===== src/rtl/varredor_pkg.sv =====
// varredor_pkg: shared state type and sizing constants for the channel scanner
package varredor_pkg;
  localparam int NUM_CANAIS = 8;
  localparam int LARGURA_SEL = 3;
  localparam int LARGURA_CONT = 4;
  typedef enum logic [1:0] {OCIOSO, ESPERA, ENVIA} estado_t;
endpackage


===== src/rtl/varredor_canais_busca.sv =====
// busca_proximo_canal: lowest enabled channel, either from channel 0 or strictly above atual
module busca_proximo_canal
  import varredor_pkg::*;
(
  input  logic [NUM_CANAIS-1:0]  mascara,
  input  logic [LARGURA_SEL-1:0] atual,
  input  logic                   do_inicio,
  output logic [LARGURA_SEL-1:0] proximo,
  output logic                   achou
);
  always_comb begin
    proximo = '0;
    achou = 1'b0;
    for (int i = NUM_CANAIS - 1; i >= 0; i--)
      if (mascara[i] && (do_inicio || i > int'(atual))) begin
        proximo = LARGURA_SEL'(i);
        achou = 1'b1;
      end
  end
endmodule


===== src/rtl/varredor_canais.sv =====
// varredor_canais: sequential scanner driving the 8-channel mux select and streaming samples out.
// Define VARREDOR_MASCARA_EN to add the mascara channel-enable port; otherwise all channels are enabled.
module varredor_canais
  import varredor_pkg::*;
#(
  parameter int LARGURA = 8,
  parameter int TEMPO_ESPERA = 1
) (
  input  logic                   clock,
  input  logic                   reset,
  input  logic                   iniciar,
  input  logic                   continuo,
`ifdef VARREDOR_MASCARA_EN
  input  logic [NUM_CANAIS-1:0]  mascara,
`endif
  output logic [LARGURA_SEL-1:0] seletor,
  input  logic [LARGURA-1:0]     dado_mux,
  output logic [LARGURA-1:0]     saida_dado,
  output logic [LARGURA_SEL-1:0] saida_canal,
  output logic                   saida_valida,
  input  logic                   saida_pronta,
  output logic                   ocupado,
  output logic                   fim_varredura
);
  localparam logic [LARGURA_CONT-1:0] RECARGA = LARGURA_CONT'(TEMPO_ESPERA);
  estado_t estado;
  logic [LARGURA_CONT-1:0] contador;
  logic [NUM_CANAIS-1:0] habilita;
  logic [LARGURA_SEL-1:0] primeiro, proximo;
  logic achou_primeiro, achou_proximo;
`ifdef VARREDOR_MASCARA_EN
  assign habilita = mascara;
`else
  assign habilita = '1;
`endif
  busca_proximo_canal u_primeiro (
    .mascara(habilita), .atual(seletor), .do_inicio(1'b1),
    .proximo(primeiro), .achou(achou_primeiro)
  );
  busca_proximo_canal u_proximo (
    .mascara(habilita), .atual(seletor), .do_inicio(1'b0),
    .proximo(proximo), .achou(achou_proximo)
  );
  assign ocupado = estado != OCIOSO;
  always_ff @(posedge clock or posedge reset)
    if (reset) begin
      estado <= OCIOSO;
      contador <= '0;
      seletor <= '0;
      saida_dado <= '0;
      saida_canal <= '0;
      saida_valida <= 1'b0;
      fim_varredura <= 1'b0;
    end else begin
      fim_varredura <= 1'b0;
      case (estado)
        OCIOSO:
          if (iniciar) begin
            if (achou_primeiro) begin
              seletor <= primeiro;
              contador <= RECARGA;
              estado <= ESPERA;
            end else
              fim_varredura <= 1'b1;
          end
        ESPERA: begin
          contador <= contador - 1'b1;
          if (contador == LARGURA_CONT'(1)) begin
            saida_dado <= dado_mux;
            saida_canal <= seletor;
            saida_valida <= 1'b1;
            estado <= ENVIA;
          end
        end
        ENVIA:
          if (saida_pronta) begin
            saida_valida <= 1'b0;
            if (achou_proximo) begin
              seletor <= proximo;
              contador <= RECARGA;
              estado <= ESPERA;
            end else begin
              fim_varredura <= 1'b1;
              // a restart with nothing enabled falls back to idle
              if (continuo && achou_primeiro) begin
                seletor <= primeiro;
                contador <= RECARGA;
                estado <= ESPERA;
              end else
                estado <= OCIOSO;
            end
          end
        default: estado <= OCIOSO;
      endcase
    end
endmodule


===== config.mk =====
export PLATFORM = sky130hd
export DESIGN_NAME = varredor_canais
export DESIGN_NICKNAME = d
export VERILOG_FILES = /design/src/rtl/varredor_pkg.sv /design/src/rtl/varredor_canais_busca.sv /design/src/rtl/varredor_canais.sv
export SDC_FILE = /design/constraint.sdc
export NUM_CORES = 1
export LEC_CHECK = 0
export ABC_AREA = 1
export CELL_PAD_IN_SITES_DETAIL_PLACEMENT = 2
export CELL_PAD_IN_SITES_GLOBAL_PLACEMENT = 2
export CORE_MARGIN = 3
export CORE_UTILIZATION = 31
export DETAILED_ROUTE_END_ITERATION = 8
export PLACE_DENSITY_LB_ADDON = 0.15
export REMOVE_ABC_BUFFERS = 1
export SLEW_MARGIN = 15
export SYNTH_ARGS = -nofsm -noshare
export SYNTH_HDL_FRONTEND = slang
export SYNTH_SLANG_ARGS = --single-unit
export TNS_END_PERCENT = 50

===== constraint.sdc =====
create_clock -name clock -period 3.53 [get_ports clock]
set_clock_uncertainty 0.1 [all_clocks]
set_input_delay 0.706 -clock clock [delete_from_list [all_inputs] [get_ports clock]]
set_output_delay 0.706 -clock clock [all_outputs]
set_load 0.02 [all_outputs]

==> reports/qor.tcl <==
set qor(status) {finished, final reports clean}
set qor(top_area_cell_type_share_of_the_netlist_area_pct) 45.6
set qor(hold_viol) 0
set qor(place_area_um2) 1530
set qor(vdd.ir_drop.worst_v) 0.000465
set qor(setup.worst_path.start_class) {register}
set qor(holdBufCountCts) 0
set qor(synth.cells.most_frequent) {sky130_fd_sc_hd__nand2_1, sky130_fd_sc_hd__dfrtp_1, sky130_fd_sc_hd__inv_1}
set qor(synth_top_cells_by_area) {sky130_fd_sc_hd__dfrtp_1, sky130_fd_sc_hd__nand2_1, sky130_fd_sc_hd__o21ai_2}
set qor(die_w_um) 68.4
set qor(post-synth-top-count-cell) {sky130_fd_sc_hd__nand2_1}
set qor(most_used_flip_flop_cell_after_synthesis) {sky130_fd_sc_hd__dfrtp_1}
set qor(die_h_um) 68.4
set qor(clk-insertion-delay-late_ns) 0.26
set qor(critical_path_arrival_ns) 1.46
set qor(rsz_0062_raised_after_global_routing) {no}
set qor(pre_cts_ws_ns) 1.53
set qor(period_share_pct) 64.1
set qor(avgViaCountPerCell) 4.51
set qor(postSynthRegisterBits) 22
set qor(tritoncts.num_buffers) 3
set qor(share_of_layout_cells_above_drive_strength_1_pct) 18.1
set qor(worst_setup_slack_after_layout_ns) 1.27
set qor(ports_placed_on_the_boundary) 30
set qor(min_path_type) {reg -> reg}
set qor(detailroute.via_count) 965
set qor(core-area_um2) 3720
set qor(design.final.nets) 185
set qor(full_die_area_um2) 4680
set qor(ys_warn_count) 0
set qor(drt_drc_violations_left) 0
set qor(netlist_instances) 135
set qor(min_period_ns) 2.26
set qor(cts.clk_slew.worst_paths_ns) 0.08
set qor(final.setup.tns_ns) 0
set qor(grt_pass1_wl_um) 4840
set qor(post_cts_buffers) 0
set qor(antenna_cells) 0
set qor(worst_case_headroom_to_the_max_slew_limit_pct) 43.5
set qor(grt_antenna_before_repair) 0
set qor(clock_tree.buffer_depth) 2
set qor(crit_chain) {inv_2, nand2_1, clkdlybuf4s50_1}
set qor(drtAntennaViolNets) 0
set qor(setup_crit_end_kind) {output pin}
set qor(start_util_pct) 32.5
set qor(synth_area_per_cell_um2) 8.93
set qor(place_congestion) 0.785
set qor(worstPathBufferInverterCount) 2
set qor(layout.filler_cells) 419
set qor(first_global_vias) 1030
set qor(critPathMaxFanout) 4
set qor(synth-seq-area-share_pct) 45.6
set qor(timing_worst_slew_pin_value_ns) 0.847
set qor(dp_wirelength_um) 2290
set qor(synth_cell_type_count) 23
set qor(clock-root-buffer) {sky130_fd_sc_hd__clkbuf_8}
set qor(cp_top_delay_family) {buffers and inverters}
set qor(stdcell_area_um2) 1610
set qor(initial_drc_count) 17
set qor(path_class) {reg -> out}
set qor(cts_sinks) 22
set qor(fp-row-count) 22
set qor(ctsResizeCount) 0
set qor(synth_top_cell_by_area) {sky130_fd_sc_hd__dfrtp_1}
set qor(clock_tree.htree_level_count) 1
set qor(global_route.usage.total_pct) 14.0
set qor(cts_tree) {built}
set qor(power.density_cell_area_nw_per_um2) 836
set qor(wl_per_cell_um) 13.4
set qor(port_buffers) 29
set qor(largest_net_degree_at_the_start_of_global_routing) 25
set qor(maximum_achievable_frequency_ghz) 0.442
set qor(detail_route.first_pass.iterations) 4
set qor(timing.critical_path.slowest_cell_delay_ns) 0.60
set qor(globalRouteOverflowTotal) 0
set qor(timing.max_cap.violations) 0
set qor(synth_enable_flop_cells) 0
set qor(finalWirelength_um) 2870
set qor(asyncSetResetFlopFracSynth_pct) 100
set qor(timing.final.setup_violations) 0
set qor(p_leak_nw) 0.764
set qor(crit_path_max_delay_cell_type) {sky130_fd_sc_hd__clkdlybuf4s50_1}
set qor(drv_slew) 0
set qor(synthesis.area_um2) 1210
set qor(layout-area-overhead-vs-synth_pct) 33.1
set qor(data_required_time_of_the_worst_path_ns) 2.72
==> worst paths after layout <==
kind | startpoint | endpoint | slack, ns | cells after the start
worst min-delay path | saida_dado[4] | saida_dado[4] | 0.39 | 2
max in group asynchronous | reset | contador[2] | 1.98 | 2
min in group asynchronous | reset | saida_dado[7] | 0.83 | 2
worst max register to register | seletor[0] | seletor[2] | 1.85 | 8
worst min register to register | saida_dado[4] | saida_dado[4] | 0.39 | 2
worst max-delay path | estado[1] | ocupado | 1.27 | 3
==> cell families after synthesis <==
logic type                 after synthesis  share of synthesized area (%)
adders and majority gates                5                           5.19
DFF                                     22                           45.6
AOI/OAI and AO/OA                       18                           11.2
and+or+nand+nor                         65                           28.5
xor gates and xnor gates                 1                          0.726
buffers and inverters                   24                           8.71
==> where the power goes <==
| part | internal, mW | switching, mW | leakage [nW] |
|---|---|---|---|
| clock network | 0.151 | 0.0801 | 0.0357 |
| registers | 0.349 | 0.0741 | 0.280 |
| logic | 0.286 | 0.401 | 0.449 |
==> per-layer routing <==
metal,up-vias,GRT usage [%],wire length (um)
li1,476,-,-
met1,470,17.0,1240
met2,14,25.2,1530
met3,5,2.96,84
met4,0,2.98,19
met5,-,0,0
==> per-stage QoR <==
stage	instances	hold WS, ns	util (%)	power (mW)
2_1_floorplan	133	0.375	-	0.867
6_report	214	0.386	43.2	1.34
5_1_grt	214	0.415	43.2	1.46
3_5_place_dp	210	0.374	41.3	1.13
4_1_cts	214	0.394	43.2	1.37
3_3_place_gp	210	0.361	41.3	1.09
==> state kept, by name (all words and copies together) (netlist names) <==
name           cells
saida_dado         8
contador           4
saida_canal        3
seletor            3
estado             2
fim_varredura      1
saida_valida       1
==> placed cells by master (no fill, tap or decap) <==
| master | Yosys | final |
|---|---|---|
| sky130_fd_sc_hd__nor3_1 | 1 | 1 |
| sky130_fd_sc_hd__o21ai_2 | 12 | 12 |
| sky130_fd_sc_hd__nor2_1 | 10 | 10 |
| sky130_fd_sc_hd__dfrtp_1 | 22 | 22 |
| sky130_fd_sc_hd__ha_1 | 5 | 5 |
| sky130_fd_sc_hd__bufinv_16 | 0 | 1 |
| sky130_fd_sc_hd__nand2_1 | 39 | 39 |
| sky130_fd_sc_hd__clkbuf_8 | 0 | 3 |
| sky130_fd_sc_hd__nand2_2 | 1 | 1 |
| sky130_fd_sc_hd__nand3_4 | 2 | 2 |
| sky130_fd_sc_hd__nand3b_4 | 1 | 1 |
| sky130_fd_sc_hd__nand3_1 | 1 | 1 |
| sky130_fd_sc_hd__nor2_4 | 2 | 2 |
| sky130_fd_sc_hd__xnor2_1 | 1 | 1 |
| sky130_fd_sc_hd__nor2_2 | 2 | 2 |
| sky130_fd_sc_hd__nand3_2 | 2 | 2 |
| sky130_fd_sc_hd__a21oi_1 | 2 | 2 |
| sky130_fd_sc_hd__inv_1 | 20 | 20 |
| sky130_fd_sc_hd__nand2b_4 | 1 | 1 |
| sky130_fd_sc_hd__nand4_1 | 1 | 1 |
| sky130_fd_sc_hd__or2_2 | 1 | 1 |
| sky130_fd_sc_hd__inv_2 | 2 | 2 |
| sky130_fd_sc_hd__clkdlybuf4s50_1 | 0 | 29 |
| sky130_fd_sc_hd__o21ai_0 | 4 | 4 |
| sky130_fd_sc_hd__nor3b_1 | 1 | 1 |
==> worst reg2reg max path: cells and delay by family, from the launching register on <==
family	cells	cell delay (ns)
fa+ha+maj	1	0.23
simple gates	5	0.63
buf+inv	2	0.19
flops	1	0.48
==> area by class of cell <==
class	count	area, um^2	share of cell area [%]
clock buffers	3	41.3	2.57
clock inverters	1	30.0	1.87
flip-flops and latches	22	551	34.3
repair buffers	29	290	18.1
multi-input cells	89	551	34.3
inverters	22	82.6	5.14
well taps	48	60.1	3.74
No activity file was read; power rests on OpenSTA's default activity.
